<file path="src/rtl/regfile_mp_pkg.sv">
// regfile_mp_pkg: shared clear-FSM encoding and byte-merge helper for the register file.
package regfile_mp_pkg;
    typedef enum logic [1:0] {ST_IDLE, ST_SWEEP, ST_DONE} clr_state_t;
    function automatic logic [7:0] byte_merge(input logic [7:0] old_b, input logic [7:0] new_b, input logic en);
        return en ? new_b : old_b;
    endfunction
endpackage

</file>
<file path="src/rtl/regfile_clr_seq.sv">
// regfile_clr_seq: soft-clear sequencer sweeping r1..r(DEPTH-1), one register per cycle.
module regfile_clr_seq
    import regfile_mp_pkg::*;
#(
    parameter int AW = 5
) (
    input  logic          clk,
    input  logic          clrn,
    input  logic          clr_req,
    output logic          wr_stall,
    output logic          clr_done,
    output logic          idle,
    output logic          clr_stb,
    output logic [AW-1:0] clr_idx
);
    localparam logic [AW-1:0] LAST = '1;
    clr_state_t    r_state;
    clr_state_t    w_next;
    logic [AW-1:0] r_ptr;
    always_ff @(posedge clk or negedge clrn) begin
        if (!clrn) begin
            r_state <= ST_IDLE;
            r_ptr   <= AW'(1);
        end else begin
            r_state <= w_next;
            r_ptr   <= (r_state == ST_SWEEP) ? r_ptr + AW'(1) : AW'(1);
        end
    end
    always_comb begin
        w_next = ST_IDLE;
        w_next = (r_state == ST_IDLE)  ? (clr_req ? ST_SWEEP : ST_IDLE) :
                 (r_state == ST_SWEEP) ? ((r_ptr == LAST) ? ST_DONE : ST_SWEEP) : ST_IDLE;
    end
    assign wr_stall = (r_state == ST_SWEEP);
    assign clr_stb  = (r_state == ST_SWEEP);
    assign clr_done = (r_state == ST_DONE);
    assign idle     = (r_state == ST_IDLE);
    assign clr_idx  = r_ptr;
endmodule

</file>
<file path="src/rtl/regfile_mp.sv">
// regfile_mp: 2R/1W register file with byte enables, optional write bypass,
// busy scoreboard and sequenced soft clear; r0 reads as zero.
module regfile_mp
    import regfile_mp_pkg::*;
#(
    parameter int DW     = 32,
    parameter int AW     = 5,
    parameter int BYPASS = 1
) (
    input  logic            clk,
    input  logic            clrn,
    input  logic [AW-1:0]   rna,
    input  logic [AW-1:0]   rnb,
    output logic [DW-1:0]   qa,
    output logic [DW-1:0]   qb,
    input  logic [AW-1:0]   wn,
    input  logic [DW-1:0]   d,
    input  logic            we,
    input  logic [DW/8-1:0] wbe,
    input  logic            iss_valid,
    input  logic [AW-1:0]   iss_rn,
    output logic            busya,
    output logic            busyb,
    input  logic            clr_req,
    output logic            wr_stall,
    output logic            clr_done
);
    localparam int DEPTH = 2 ** AW;
    localparam int NB    = DW / 8;
    logic [DW-1:0]    r_mem [DEPTH];
    logic [DEPTH-1:0] r_busy;
    logic [DW-1:0]    w_wdata;
    logic [DW-1:0]    w_qa;
    logic [DW-1:0]    w_qb;
    logic             w_idle;
    logic             w_clr;
    logic [AW-1:0]    w_clr_idx;
    logic             w_wacc;
    logic             w_iss;

    regfile_clr_seq #(.AW(AW)) u_clr (
        .clk      (clk),
        .clrn     (clrn),
        .clr_req  (clr_req),
        .wr_stall (wr_stall),
        .clr_done (clr_done),
        .idle     (w_idle),
        .clr_stb  (w_clr),
        .clr_idx  (w_clr_idx)
    );

    assign w_wacc = we && (wn != '0) && w_idle;
    assign w_iss  = iss_valid && (iss_rn != '0) && w_idle;

    // Merged word is both the next stored value and the bypass data.
    for (genvar b = 0; b < NB; b++) begin : g_merge
        assign w_wdata[8*b +: 8] = byte_merge(r_mem[wn][8*b +: 8], d[8*b +: 8], wbe[b]);
    end

    always_ff @(posedge clk or negedge clrn) begin
        if (!clrn) begin
            for (int i = 0; i < DEPTH; i++) r_mem[i] <= '0;
            r_busy <= '0;
        end else begin
            if (w_clr) begin
                r_mem[w_clr_idx]  <= '0;
                r_busy[w_clr_idx] <= 1'b0;
            end
            if (w_wacc) begin
                r_mem[wn]  <= w_wdata;
                r_busy[wn] <= 1'b0;
            end
            if (w_iss) r_busy[iss_rn] <= 1'b1;
        end
    end

    assign w_qa  = (rna == '0) ? '0 : r_mem[rna];
    assign w_qb  = (rnb == '0) ? '0 : r_mem[rnb];
    assign qa    = ((BYPASS != 0) && w_wacc && (wn == rna) && (rna != '0)) ? w_wdata : w_qa;
    assign qb    = ((BYPASS != 0) && w_wacc && (wn == rnb) && (rnb != '0)) ? w_wdata : w_qb;
    assign busya = r_busy[rna];
    assign busyb = r_busy[rnb];
endmodule

</file>
<file path="config.mk">
export PLATFORM = sky130hd
export DESIGN_NAME = regfile_mp
export DESIGN_NICKNAME = d
export VERILOG_FILES = /design/src/rtl/regfile_mp_pkg.sv /design/src/rtl/regfile_clr_seq.sv /design/src/rtl/regfile_mp.sv
export SDC_FILE = /design/constraint.sdc
export NUM_CORES = 2
export LEC_CHECK = 0
export CORE_AREA = 4 4 364 366
export CTS_CLUSTER_DIAMETER = 60
export DETAILED_ROUTE_END_ITERATION = 16
export DIE_AREA = 0 0 368 370
export PLACE_DENSITY = 0.76
export SLEW_MARGIN = 15
export SYNTH_ARGS = -nofsm -noshare
export SYNTH_HDL_FRONTEND = slang
export SYNTH_HIERARCHICAL = 1
export SYNTH_SLANG_ARGS = --single-unit
</file>
<file path="constraint.sdc">
create_clock -name clk -period 4.71 [get_ports clk]
set_clock_uncertainty 0.05 [all_clocks]
set_input_delay 0.942 -clock clk [delete_from_list [all_inputs] [get_ports clk]]
set_output_delay 0.942 -clock clk [all_outputs]
set_load 0.02 [all_outputs]
</file>
==> load_flow_metrics.sql <==
INSERT INTO impl_metrics (metric_group, metric, value, unit) VALUES
('cells_and_area', 'final_nets', '5214', ''),
('floorplan', 'core-area', '0.129', 'sq mm'),
('critical_path', 'timing.critical_path.fanout_max', '11', ''),
('global_route', 'met1_usage', '0.479', ''),
('floorplan', 'fp.dieArea', '0.136', 'sq mm'),
('global_route', 'highest_utilization_routing_layer_at_the_global_route_stage', 'met2', ''),
('power_and_ir_drop', 'portion_of_total_power_attributed_to_the_clock_network', '0.371', ''),
('logic_synthesis', 'mappedNetlistArea', '0.0643', 'sq mm'),
('power_and_ir_drop', 'ir_drop', '0.324', 'mV'),
('power_and_ir_drop', 'combinationalPowerShare', '0.231', ''),
('logic_synthesis', 'async_reset_ff_frac', '1.00', ''),
('cells_and_area', 'synthToLayoutAreaGrowth', '16.4', '%'),
('power_and_ir_drop', 'post-layout-total-power', '26.8', 'mW'),
('critical_path', 'critical_path_buf_inv_count', '4', ''),
('clocking', 'total_clock_sinks', '1063', ''),
('logic_synthesis', 'synth_edf_count', '0', ''),
('sta', 'timing.final.ws_setup', '-157', 'ps'),
('detailed_routing', 'avgRoutedWirePerCell', '39.4', 'microns'),
('logic_synthesis', 'synth_largest_type_area_fraction', '0.414', ''),
('logic_synthesis', 'synth.lib_cells_used.distinct', '78', ''),
('cells_and_area', 'sequential_cell_area', '0.0266', 'sq mm'),
('critical_path', 'timing.critical_path.required', '3720', 'ps'),
('status', 'violations_in_the_final_reports', 'setup timing', ''),
('logic_synthesis', 'synthesis.instances', '4975', ''),
('sta', 'grt_setup_unrepaired', 'true', ''),
('global_route', 'met2_usage', '0.551', ''),
('floorplan', 'die_h', '370', 'microns'),
('power_and_ir_drop', 'cell_internal_pwr', '18.1', 'mW'),
('logic_synthesis', 'synth-main-ff-cell', 'sky130_fd_sc_hd__dfrtp_1', ''),
('sta', 'slew-limit-headroom', '0.0892', ''),
('global_route', 'wire_length_of_the_first_global_routing_pass', '394000', 'microns'),
('critical_path', 'worst_path_max_delay_cell', 'sky130_fd_sc_hd__clkdlybuf4s50_1', ''),
('global_route', 'first_global_vias', '55200', ''),
('clocking', 'clk_latency', '790', 'ps'),
('place', 'post_dp_cell_area', '0.0704', 'sq mm'),
('global_route', 'global_route.usage.met3', '0.196', ''),
('status', 'outcome', 'finished with violations', ''),
('detailed_routing', 'routed_wl', '275000', 'microns'),
('clocking', 'numCtsBuffers', '114', ''),
('critical_path', 'timing.critical_path.to_type', 'output port', ''),
('global_route', 'antenna_violations_before_repair', '8', ''),
('cells_and_area', 'footprint_of_the_multi_input_gates', '0.0356', 'sq mm'),
('sta', 'max_freq', '0.205', 'GHz'),
('logic_synthesis', 'synth.net_count', '5038', ''),
('sta', 'timing_max_transition_violations_final', '0', ''),
('power_and_ir_drop', 'total_leakage_power', '31.7', 'nW'),
('detailed_routing', 'dr.pass1.iters', '8', ''),
('cells_and_area', 'layout_commonest_cell', 'sky130_fd_sc_hd__dfrtp_1', ''),
('hold_path', 'hold_class', 'input port to asynchronous set/reset pin', ''),
('cells_and_area', 'layout.cells.most_common_list', '1062 x sky130_fd_sc_hd__dfrtp_1, 755 x sky130_fd_sc_hd__mux4_2, 733 x sky130_fd_sc_hd__a22o_1, 473 x sky130_fd_sc_hd__nand2_1, 423 x sky130_fd_sc_hd__buf_4', ''),
('sta', 'timing.final.setup_violations', '13', ''),
('cells_and_area', 'final_layout_size_suffix_gt1_frac', '0.318', ''),
('floorplan', 'fp-row-count', '132', ''),
('detailed_routing', 'route.vias.total', '55700', ''),
('floorplan', 'dieWidth', '368', 'microns'),
('critical_path', 'setup.worst_path.start_class', 'input port', ''),
('critical_path', 'arrival', '3880', 'ps'),
('power_and_ir_drop', 'switching_share', '0.327', ''),
('logic_synthesis', 'ys_seq_elements', '1063', ''),
('logic_synthesis', 'seq_total_area_yosys', '0.414', ''),
('clocking', 'postCtsHoldBufs', '0', ''),
('clocking', 'htree_levels', '3', ''),
('sta', 'fin_hold_ws', '140', 'ps'),
('global_route', 'globalRouteTotalUtil', '0.398', ''),
('place', 'detailedPlacementHpwl', '175000', 'microns'),
('sta', 'share_of_the_clock_period_used_by_the_worst_path_after_layout', '1.03', ''),
('floorplan', 'ioPinCount', '129', ''),
('place', 'placement.io_buffers', '128', ''),
('global_route', 'overflow', '0', ''),
('critical_path', 'timing.setup.critical_path_class', 'input port to output port', ''),
('clocking', 'cts_tree', 'built', '');
-- layer usage --
| metal | vias to the layer above | wire, microns |
|---|---|---|
| met1 | 27600 | 86800 |
| met2 | 6134 | 113000 |
| met5 | - | 58 |
| met3 | 1750 | 48500 |
| met4 | 6 | 27500 |
| li1 | 20300 | - |
-- synth_stat cells (all sizes together), types with 41 or more instances --
| cell | number |
|---|---|
| mux4 | 756 |
| a21oi | 96 |
| clkbuf | 244 |
| nor2b | 41 |
| buf | 328 |
| a22o | 733 |
| a22oi | 141 |
| nand3 | 48 |
| nand2 | 477 |
| and2 | 48 |
| dfrtp | 1062 |
| mux2i | 260 |
| nor2 | 81 |
| o21ai | 363 |
-- cells by family (layout without fill, tap and decap cells) --
logic type                 after synthesis  count (layout)  share of synthesized area
and+or+nand+nor                        784             784                     0.0550
DFF                                   1063            1063                      0.414
xor gates and xnor gates                11              11                    0.00150
muxes                                 1048            1048                      0.311
other                                    0               6                          0
buffers and inverters                  581             857                     0.0443
adders and majority gates                2               2                   0.000389
AOI/OAI and AO/OA                     1486            1486                      0.174
-- layout make-up --
cell class	count	share of cell area
Clock buffer	152	0.0433
Clock inverter	64	0.0117
Tap cell	1742	0.0291
Antenna cell	6	0.000201
Sequential cell	1063	0.356
Multi-Input combinational cell	3331	0.475
Inverter	9	0.000502
Timing Repair Buffer	632	0.0842
-- sequential cells by signal, summed over array words and instances (netlist names) --
name / count
r_busy: 32
u_clr/clr_idx: 5
u_clr/r_state: 2
r_mem: 1024
-- power groups by stage --
stage	sequential, mW	clock, mW	combinational, mW
3_5_place_dp	10.8	0	5.87
6_report	10.7	9.95	6.20
4_1_cts	10.6	9.92	5.91
3_3_place_gp	10.7	0	5.78
2_1_floorplan	10.5	0	3.31
5_1_grt	10.8	10.3	6.29
-- per-stage QoR --
stage / setup WS [ps] / instances / setup TNS (ps) / util
6_report: -157 / 6999 / -506 / 0.579
5_1_grt: -58.7 / 6995 / -205 / 0.579
3_3_place_gp: -457 / 6773 / -1960 / 0.545
4_1_cts: 6.12 / 6992 / 0 / 0.578
2_1_floorplan: 579 / 4975 / 0 / -
3_5_place_dp: -433 / 6773 / -1900 / 0.545
-- worst register-to-register path: stages, from the launching register on --
cell                      delay [ps]
sky130_fd_sc_hd__dfrtp_1         450
sky130_fd_sc_hd__nor2_2          210
sky130_fd_sc_hd__and2_1          340
sky130_fd_sc_hd__buf_4           260
sky130_fd_sc_hd__nand2_1          80
sky130_fd_sc_hd__nor2_1          530
sky130_fd_sc_hd__nand2_1         990
sky130_fd_sc_hd__o21ai_0         500
-- final timing paths --
path / startpoint / slack, ps / endpoint / cells after the start
worst min-delay path: clrn / 140 / r_mem[873] / 1
worst max-delay path: rna[4] / -160 / qa[12] / 9
worst max register to register: u_clr/r_state[0] / 1210 / r_mem[967] / 7
min in group clk: u_clr/clr_idx[0] / 460 / u_clr/clr_idx[0] / 1
max in group asynchronous: clrn / 3090 / r_mem[678] / 2
worst min register to register: u_clr/clr_idx[0] / 460 / u_clr/clr_idx[0] / 1
-- repair_timing --
action,4_1_cts,5_1_grt
cloned,1,0
gates resized for setup,12,38
pin swaps,2,0
buffers inserted,2,1
setup endpoints to repair,18,43
No activity file was read; power rests on OpenSTA's default activity.
